**src/rtl/pc_pkg.sv**
```systemverilog
// ============================================================================
// Module      : pc_pkg
// Description : Shared types and constants for the program-counter stage.
// Revision    : 1.0 - initial release
// ============================================================================
`default_nettype none

package pc_pkg;

    localparam int unsigned PC_INC = 4;
    localparam int unsigned JIDX_W = 26;
    localparam int unsigned IMM_W  = 16;

    typedef enum logic [1:0] {
        BOOT   = 2'd0,
        RUN    = 2'd1,
        HALTED = 2'd2
    } state_t;

    typedef enum logic [1:0] {
        SEQ  = 2'd0,
        BR   = 2'd1,
        JMP  = 2'd2,
        PEND = 2'd3
    } nxt_sel_t;

endpackage

`default_nettype wire

```
**src/rtl/pc_next_stage_if.sv**
```systemverilog
// ============================================================================
// Module      : pc_next_stage_if
// Description : Decision-logic inputs and fetch-side outputs of the PC stage.
// Revision    : 1.0 - initial release
// ============================================================================
`default_nettype none

interface pc_next_stage_if
    import pc_pkg::*;
#(
    parameter int WIDTH = 32
);
    logic              ins_ready;
    logic              stall;
    logic              halt;
    logic              branch_en;
    logic [IMM_W-1:0]  branch_imm;
    logic              jump_en;
    logic [JIDX_W-1:0] jump_idx;
    logic [WIDTH-1:0]  pc;
    logic [WIDTH-1:0]  pc_plus4;
    logic              pc_valid;
    logic              redirect;

    modport master (
        input  ins_ready, stall, halt, branch_en, branch_imm, jump_en, jump_idx,
        output pc, pc_plus4, pc_valid, redirect
    );

    modport slave (
        output ins_ready, stall, halt, branch_en, branch_imm, jump_en, jump_idx,
        input  pc, pc_plus4, pc_valid, redirect
    );

endinterface

`default_nettype wire

```
**src/rtl/pc_target_calc.sv**
```systemverilog
// ============================================================================
// Module      : pc_target_calc
// Description : Combinational sequential, branch and jump targets from pc.
// Revision    : 1.0 - initial release
// ============================================================================
`default_nettype none

module pc_target_calc
    import pc_pkg::*;
#(
    parameter int WIDTH = 32,
    parameter int INC   = PC_INC
) (
    input  logic [WIDTH-1:0]  i_pc,
    input  logic [IMM_W-1:0]  i_branch_imm,
    input  logic [JIDX_W-1:0] i_jump_idx,
    output logic [WIDTH-1:0]  o_pc_plus4,
    output logic [WIDTH-1:0]  o_br_tgt,
    output logic [WIDTH-1:0]  o_j_tgt
);

    logic [WIDTH-1:0] w_pc_plus4;
    logic [WIDTH-1:0] w_br_off;

    assign w_pc_plus4 = i_pc + WIDTH'(INC);
    assign w_br_off   = WIDTH'($signed(i_branch_imm)) << 2;
    assign o_br_tgt   = w_pc_plus4 + w_br_off;
    assign o_pc_plus4 = w_pc_plus4;

    // Narrow PCs have no region bits to keep; the index is simply truncated.
    generate
        if (WIDTH >= 32) begin : g_jmp_region
            assign o_j_tgt = {w_pc_plus4[WIDTH-1:28], i_jump_idx, 2'b00};
        end else begin : g_jmp_trunc
            logic [WIDTH+27:0] w_jfull;
            assign w_jfull = {{WIDTH{1'b0}}, i_jump_idx, 2'b00};
            assign o_j_tgt = w_jfull[WIDTH-1:0];
        end
    endgenerate

endmodule

`default_nettype wire

```
**src/rtl/pc_next_stage.sv**
```systemverilog
// ============================================================================
// Module      : pc_next_stage
// Description : PC register, next-PC selection, one-entry redirect buffer.
// Revision    : 1.0 - initial release
// ============================================================================
`default_nettype none

module pc_next_stage
    import pc_pkg::*;
#(
    parameter int               WIDTH    = 32,
    parameter logic [WIDTH-1:0] RESET_PC = WIDTH'(32'h80),
    parameter int               INC      = PC_INC
) (
    input  logic                   clk,
    input  logic                   rst_n,
    pc_next_stage_if.master        bus
);

    state_t           r_state;
    logic [WIDTH-1:0] r_pc;
    logic             r_pc_valid;
    logic             r_redirect;
    logic             r_pend_vld;
    logic [WIDTH-1:0] r_pend_tgt;

    logic [WIDTH-1:0] w_pc_plus4;
    logic [WIDTH-1:0] w_br_tgt;
    logic [WIDTH-1:0] w_j_tgt;
    logic [WIDTH-1:0] w_live_tgt;
    logic [WIDTH-1:0] w_next;
    logic             w_adv;
    logic             w_live;
    nxt_sel_t         w_sel;

    pc_target_calc #(
        .WIDTH (WIDTH),
        .INC   (INC)
    ) u_tgt (
        .i_pc         (r_pc),
        .i_branch_imm (bus.branch_imm),
        .i_jump_idx   (bus.jump_idx),
        .o_pc_plus4   (w_pc_plus4),
        .o_br_tgt     (w_br_tgt),
        .o_j_tgt      (w_j_tgt)
    );

    always_comb begin
        w_adv      = (r_state == RUN) & r_pc_valid & bus.ins_ready & ~bus.stall & ~bus.halt;
        w_live     = bus.jump_en | bus.branch_en;
        w_live_tgt = bus.jump_en ? w_j_tgt : w_br_tgt;
        w_sel      = SEQ;
        if (bus.jump_en)        w_sel = JMP;
        else if (bus.branch_en) w_sel = BR;
        else if (r_pend_vld)    w_sel = PEND;
        case (w_sel)
            JMP:     w_next = w_j_tgt;
            BR:      w_next = w_br_tgt;
            PEND:    w_next = r_pend_tgt;
            default: w_next = w_pc_plus4;
        endcase
    end

    always_ff @(posedge clk) begin
        if (!rst_n) begin
            r_state    <= BOOT;
            r_pc       <= RESET_PC;
            r_pc_valid <= 1'b0;
            r_redirect <= 1'b0;
            r_pend_vld <= 1'b0;
            r_pend_tgt <= '0;
        end else begin
            r_redirect <= 1'b0;
            case (r_state)
                BOOT: begin
                    r_state    <= RUN;
                    r_pc_valid <= 1'b1;
                end
                RUN: begin
                    // Any advance retires the buffered redirect; a live one supersedes it.
                    if (w_adv) begin
                        r_pc       <= w_next;
                        r_redirect <= (w_sel != SEQ);
                        r_pend_vld <= 1'b0;
                    end else if (w_live) begin
                        r_pend_tgt <= w_live_tgt;
                        r_pend_vld <= 1'b1;
                    end
                    if (bus.halt) begin
                        r_state    <= HALTED;
                        r_pc_valid <= 1'b0;
                    end
                end
                HALTED: begin
                    if (!bus.halt) begin
                        r_state    <= RUN;
                        r_pc_valid <= 1'b1;
                    end
                end
                default: begin
                    r_state    <= BOOT;
                    r_pc_valid <= 1'b0;
                end
            endcase
        end
    end

    assign bus.pc       = r_pc;
    assign bus.pc_plus4 = w_pc_plus4;
    assign bus.pc_valid = r_pc_valid;
    assign bus.redirect = r_redirect;

endmodule

`default_nettype wire
```
**src/flat_wrapper.sv**
```systemverilog
// flat-port wrapper written by rule: the top's interface ports become plain ports
module pc_next_stage_flat import pc_pkg::*;
#(
    parameter int               WIDTH    = 32,
    parameter logic [WIDTH-1:0] RESET_PC = WIDTH'(32'h80),
    parameter int               INC      = PC_INC
)
  (clk, rst_n, bus_ins_ready, bus_stall, bus_halt, bus_branch_en, bus_branch_imm, bus_jump_en, bus_jump_idx, bus_pc, bus_pc_plus4, bus_pc_valid, bus_redirect);
  pc_next_stage_if #(.WIDTH(WIDTH)) bus_i ();
  input  logic clk;
  input  logic rst_n;
  input wire logic [$bits(bus_i.ins_ready)-1:0] bus_ins_ready;
  input wire logic [$bits(bus_i.stall)-1:0] bus_stall;
  input wire logic [$bits(bus_i.halt)-1:0] bus_halt;
  input wire logic [$bits(bus_i.branch_en)-1:0] bus_branch_en;
  input wire logic [$bits(bus_i.branch_imm)-1:0] bus_branch_imm;
  input wire logic [$bits(bus_i.jump_en)-1:0] bus_jump_en;
  input wire logic [$bits(bus_i.jump_idx)-1:0] bus_jump_idx;
  output wire logic [$bits(bus_i.pc)-1:0] bus_pc;
  output wire logic [$bits(bus_i.pc_plus4)-1:0] bus_pc_plus4;
  output wire logic [$bits(bus_i.pc_valid)-1:0] bus_pc_valid;
  output wire logic [$bits(bus_i.redirect)-1:0] bus_redirect;
  assign bus_i.ins_ready = bus_ins_ready;
  assign bus_i.stall = bus_stall;
  assign bus_i.halt = bus_halt;
  assign bus_i.branch_en = bus_branch_en;
  assign bus_i.branch_imm = bus_branch_imm;
  assign bus_i.jump_en = bus_jump_en;
  assign bus_i.jump_idx = bus_jump_idx;
  assign bus_pc = bus_i.pc;
  assign bus_pc_plus4 = bus_i.pc_plus4;
  assign bus_pc_valid = bus_i.pc_valid;
  assign bus_redirect = bus_i.redirect;
  pc_next_stage #(.WIDTH(WIDTH), .RESET_PC(RESET_PC), .INC(INC)) u_core (.clk(clk), .rst_n(rst_n), .bus(bus_i));
endmodule
```
**config.mk**
```make
export PLATFORM = sky130hd
export DESIGN_NAME = pc_next_stage_flat
export DESIGN_NICKNAME = d
export VERILOG_FILES = /design/src/rtl/pc_pkg.sv /design/src/rtl/pc_next_stage_if.sv /design/src/rtl/pc_target_calc.sv /design/src/rtl/pc_next_stage.sv /design/src/flat_wrapper.sv
export SDC_FILE = /design/constraint.sdc
export NUM_CORES = 1
export LEC_CHECK = 0
export ABC_CLOCK_PERIOD_IN_PS = 8700
export CAP_MARGIN = 40
export CORE_ASPECT_RATIO = 0.6
export CORE_MARGIN = 5
export CORE_UTILIZATION = 54
export DETAILED_ROUTE_END_ITERATION = 10
export DONT_BUFFER_PORTS = 1
export GPL_TIMING_DRIVEN = 0
export PLACE_DENSITY = 0.69
export RECOVER_POWER = 50
export SETUP_SLACK_MARGIN = 0.4
export SLEW_MARGIN = 30
export SYNTH_ARGS = -nofsm -noshare
export SYNTH_HDL_FRONTEND = slang
export SYNTH_HIERARCHICAL = 1
export SYNTH_SLANG_ARGS = --single-unit
```
**constraint.sdc**
```tcl
create_clock -name clk -period 8.7 [get_ports clk]
set_input_delay 1.74 -clock clk [delete_from_list [all_inputs] [get_ports clk]]
set_output_delay 1.74 -clock clk [all_outputs]
set_load 0.1 [all_outputs]
```
* Word level (Yosys, flattened, before mapping) *
Index checks and enable logic that the tools add are counted.

storage, ports and cells
  bits in registers = 69
  bits in latches = 0
  bits in writable memories = 0
  bits in read-only memories = 0
  memories kept = 0

cells by class
  $add $sub $neg = 2
  $mul = 0
  divide/modulo/power cells = 0
  order comparisons = 0
  equality and inequality tests = 7
  shifts and indexed selects = 0
  mux-type cells = 13
  bitwise operators = 8
  reduce and logical (&&, ||, !) cells = 8

operators by type and width
  kind                                           count
  one-hot mux 32 bit (3 select lines)            1
  adder 32 x 3 -> 32 bit, second input constant  1
  adder 32 bit                                   1
  two-way mux 32 bit                             1
  two-way mux 2 bit                              5
  == test 2 bit, second input constant           3
  one-hot mux 2 bit (3 select lines)             1
  AND reduction 2 bit                            3
  AND reduction 3 bit                            2
  AND 1 bit                                      4
  == test 2 x 1 -> 1 bit, second input constant  2
  two-way mux 1 bit                              4
  != test 2 bit, second input constant           2
  nonzero test 2 bit                             2
  inverter 1 bit                                 3
  one-hot mux 1 bit (3 select lines)             1
  logical NOT 2 bit                              1
  OR 1 bit                                       1

* Depth between registers and ports, before layout *
  word-level depth = 7
  gate-level depth with buffers = 17
  mapped depth without buffers = 16

* By module *
The synthesis kept the hierarchy.

modules (own cells, without submodules)
  module          times used  cells an instance  area an instance (um^2)  sequential area each (um^2)
  pc_next_stage   1           397                3,569.7                  1,361.3
  pc_target_calc  1           352                2,459.9                  0.0

* Worst setup path before layout *
No wires, ideal clock.

  kind = register to register
  from = register u_core.r_pc[11] (netlist: u_core/bus.pc[11])
  to = register u_core.r_pend_tgt[31]
  arrival time = 5.777 ns
  data required time = 8.642 ns
  path slack = 2.865 ns
  stages on the path, launching flop included = 18
  path buffers = 2
  clock period less this slack = 5.835 ns
  path through = dfxtp_1 > and4_1 > and2_1 > clkbuf_1 > and3_1 > nand4_1 > xnor2_1 > ha_1 > clkbuf_1 > a21oi_1 > o21ai_0 > a211oi_1 > a211oi_1 > nor2_1 > xnor2_1 > nand3b_1 > a211oi_1 > o21a_1

between the ends
  cells in the longest elaborated chain, start to end = 3

RTL lines
  item                     line                  source
  from (decl)              pc_next_stage.sv:21   logic [WIDTH-1:0] r_pc;
  from (signal assigned)   pc_next_stage.sv:82   r_pc <= w_next;
  adder 32 x 3 -> 32 bit   pc_target_calc.sv:25  assign w_pc_plus4 = i_pc + WIDTH'(INC);
  via bus_pc_plus4[22]     flat_wrapper.sv:20    output wire logic [$bits(bus_i.pc_plus4)-1:0] bus_pc_plus4;
  adder 32 bit             pc_target_calc.sv:27  assign o_br_tgt = w_pc_plus4 + w_br_off;
  via u_core.w_br_tgt[31]  pc_next_stage.sv:28   logic [WIDTH-1:0] w_br_tgt;
  two-way mux 32 bit       pc_next_stage.sv:51   w_live_tgt = bus.jump_en ? w_j_tgt : w_br_tgt;
  to (signal assigned)     pc_next_stage.sv:86   r_pend_tgt <= w_live_tgt;
  to (decl)                pc_next_stage.sv:25   logic [WIDTH-1:0] r_pend_tgt;

The timed path passes the listed nets, and every way through them passes these cells.
A chain may end at the register's enable or synchronous reset.

* Final worst setup path *
  from = register u_core.r_pc[3] (netlist: u_core/bus.pc[3])
  to = register u_core.r_pend_tgt[31]

The elaborated chain is that of the path after synthesis.

==> out/results.tsv <==
stage	metric	value	unit
run_status	status	finished, final reports clean	
flow_run	maxCapViolations	0	
worst_setup_path	crit_buf_inv	3	
die	die_x	146.4	um
worst_setup_path	path_class	reg -> reg	
hold_path	min_path_type	reg -> reg	
timing	final-setup-viol-count	0	
timing	finalCriticalPeriod	5.902	ns
timing	fmax	0.1694	GHz
clock_tree	htreeDepth	3	
routing	wl	22.75	mm
worst_setup_path	worstSetupEndpointType	flip-flop	
clock_tree	cts_tree	built	
synthesis	synth-seq-cells	68	
power_and_ir_drop	power_frac_comb	25.8	%
synthesis	yosys.area.top_type	dfxtp_1	
global_route	grt_pass1_wl	34.71	mm
routing	first_pass_iters	5	
timing	worstMarginPinSlew	1.287	ns
synthesis	synth_edf_count	0	
die	dieArea	13450	um2
timing	finalMaxSlewViolations	0	
synthesis	netlist_instances	749	
synthesis	yosys-top-cells-area	dfxtp_1 (23%), ha_1 (6.8%), xnor2_1 (5.4%), a32o_1 (5.1%), nand2_1 (4.7%)	
clock_tree	cts_root_buf	clkbuf_16	
placement	gp_congestion	0.9661	
routing	drt_iter0_drc	790	
clock_tree	post_cts_buffers	0	
power_and_ir_drop	p_int	663.1	uW
placement	place_hpwl	17.58	mm
worst_setup_path	crit_family	simple AND/OR/NAND/NOR gates	
worst_setup_path	startpoint	u_core/bus.pc[3]	
timing	hold_viol_final	0	
global_route	grt_use_total	32.61	%
routing	dr_total_vias	6484	
die	ioPinCount	115	
timing	timing.final.crit_share	67.84	%
global_route	grt_antenna_before_repair	0	
clock_tree	cts_buffers	9	
power_and_ir_drop	p_per_area	137.8	nW/um2
final_layout	drive_gt1_share	14.30	%
die	die_h	91.85	um
synthesis	synth_seq_area_share	22.58	%
synthesis	synth_common_cells	nand2_1 (76), dfxtp_1 (68), a21oi_1 (38)	
clock_tree	cts_resized	0	
final_layout	final_core_util	67.36	%
final_layout	final_nets	883	
worst_setup_path	crit_arrival	6.19	ns
routing	post-route-drc-count	0	
routing	wire_per_inst	24.10	um
global_route	grt_max_degree	16	
worst_setup_path	cp_max_fo	10	
power_and_ir_drop	p_switching	333.8	uW
synthesis	async_flop_share	0	%
clock_tree	clk_latency	0.34	ns
routing	via_per_inst	6.869	
die	initial_core_util	56.14	%
synthesis	syn_area_per_cell	8.050	um2
worst_setup_path	regToRegStartpoint	u_core/bus.pc[3]	
routing	ant_nets	0	
worst_setup_path	start_kind	flip-flop	
final_layout	fillers	913	
die	core_area	10740	um2
clock_tree	hold_buffers	0	
hold_path	hp-start	u_core/r_state[1]	
power_and_ir_drop	leakagePower	2.883	nW
global_route	grt_overflow	0	
placement	port_buffers	0	
synthesis	synth.most_common_cell	nand2_1	
power_and_ir_drop	clkPwrFrac	37.9	%
clock_tree	cts_sinks	68	
placement	placed_cells	928	
die	fp-row-count	29	
worst_setup_path	cp_slowest_cell	dfxtp_1	
global_route	grt_pass1_vias	6102	
clock_tree	path_clk_slew	0.05	ns
final_layout	area_delta_synth_final	19.98	%
synthesis	yosysWarnings	6	
power_and_ir_drop	power_frac_seq	36.3	%
timing	fin_skew	0.006915	ns
clock_tree	clockBufferDepth	2	
final_layout	stdcell_count	944	
power_and_ir_drop	switching_share	33.49	%
worst_setup_path	crit_chain	nand2_1, nor4_4, nand3_1, nor2_1, xor2_4, buf_16, buf_6, ha_1, clkbuf_1, nand4_1, nor3_1, a22oi_1, a211oi_1, nor2_1, xnor2_1, nand3b_1, a211oi_1, o21a_1	
worst_setup_path	crit_path_max_incr_delay	1.13	ns
synthesis	synth_area	6030	um2
worst_setup_path	crit_required	8.98	ns
timing	grt_setup_unrepaired	false	
timing	maxSlewHeadroom	14.11	%
synthesis	synth_cell_types	60	
power_and_ir_drop	irDropWorstVdd	85.62	uV
synthesis	netlist.area_leader.share	22.58	%
synthesis	synth_ff_type	dfxtp_1	
timing	fin_setup_tns	0	ns
## kinds of logic after synthesis
group                      after synthesis  synth area share (%)
xor gates and xnor gates                57                 8.404
and+or+nand+nor                        242                 22.04
adders and majority gates               35                 7.346
AOI/OAI and AO/OA                      218                 25.84
buffers and inverters                  100                 9.089
other                                    1               0.06219
DFF                                     68                 22.58
muxes                                   28                 4.648
## worst paths after layout
path                            depth (start not counted)  slack (ns)                    end
worst min-delay path                                    2        0.50      u_core/r_state[1]
worst max-delay path                                   18        2.80  u_core/r_pend_tgt[31]
worst min register to register                          2        0.50      u_core/r_state[1]
worst max register to register                         18        2.80  u_core/r_pend_tgt[31]
## flip-flops by register name (all words and copies together), names as in the netlist
name and cells:
u_core/bus.pc 32, u_core/bus.redirect 1, u_core/r_pend_tgt 32, u_core/r_pend_vld 1, u_core/r_state 2
## cell usage in the layout (no fill, tap or decap), drive strengths merged, types with 4 or more instances in the layout
master,netlist,routed
a211oi,22,22
a21o,9,9
a21oi,38,38
a311oi,16,16
a31oi,33,33
a32o,31,31
and2,5,5
and3,7,7
and4,7,7
buf,58,79
clkbuf,35,67
dfxtp,68,68
ha,33,33
inv,6,6
mux2i,28,28
nand2,76,76
nand2b,19,19
nand3,19,19
nand4,16,16
nor2,21,21
nor2b,21,21
nor3,7,7
nor3b,19,19
o211ai,4,4
o21a,7,7
o21ai,21,21
o21bai,4,4
o31a,4,4
o31ai,18,18
or3,18,18
xnor2,38,38
xor2,19,19
## power by group through the flow
stage               clock [mW]  sequential, mW  combinational (mW)
floorplan                    0           0.368               0.176
global placement             0           0.370               0.226
detailed placement           0           0.369               0.251
CTS                      0.380           0.362               0.252
global route             0.392           0.364               0.273
finish                   0.378           0.362               0.257
## worst register-to-register path, delay by kind of cell (launching register included)
kind	cells	cell delay, ns
XOR/XNOR	2	0.40
buffers and inverters	3	0.68
AO/OA/AOI/OAI	4	0.84
adder cells (fa/ha/maj)	1	0.26
flip-flops	1	1.13
AND/OR/NAND/NOR	8	2.54
## layout make-up
| type | count | area [um2] | area share, % |
|---|---|---|---|
| Sequential cell | 68 | 1361 | 18.82 |
| Clock buffer | 14 | 274.0 | 3.788 |
| Multi-Input combinational cell | 582 | 4357 | 60.22 |
| Inverter | 7 | 26.28 | 0.3632 |
| Buffer | 93 | 505.5 | 6.987 |
| Timing Repair Buffer | 39 | 504.2 | 6.970 |
| Antenna cell | 1 | 2.502 | 0.03459 |
| Tap cell | 139 | 173.9 | 2.404 |
| Clock inverter | 1 | 30.03 | 0.4151 |
## layer usage
layer	track usage [%]	vias up	share of wire [%]
met2	47.48	468	41
met4	9.390	0	2.3
met1	47.81	3088	44
met5	0	-	0
li1	-	2876	-
met3	7.685	52	13
## metrics by stage
stage               total power, mW  instance area, um2  hold WS, ns  setup slack (ns)
floorplan                    0.5441                6033       0.4695             2.865
global placement             0.5959                6207       0.4777             1.579
detailed placement           0.6203                7134       0.4979             3.533
CTS                          0.9953                7438       0.5064             3.514
global route                  1.028                7232       0.5350             2.687
finish                       0.9969                7234       0.5025             2.798
No activity file was read; power rests on OpenSTA's default activity.
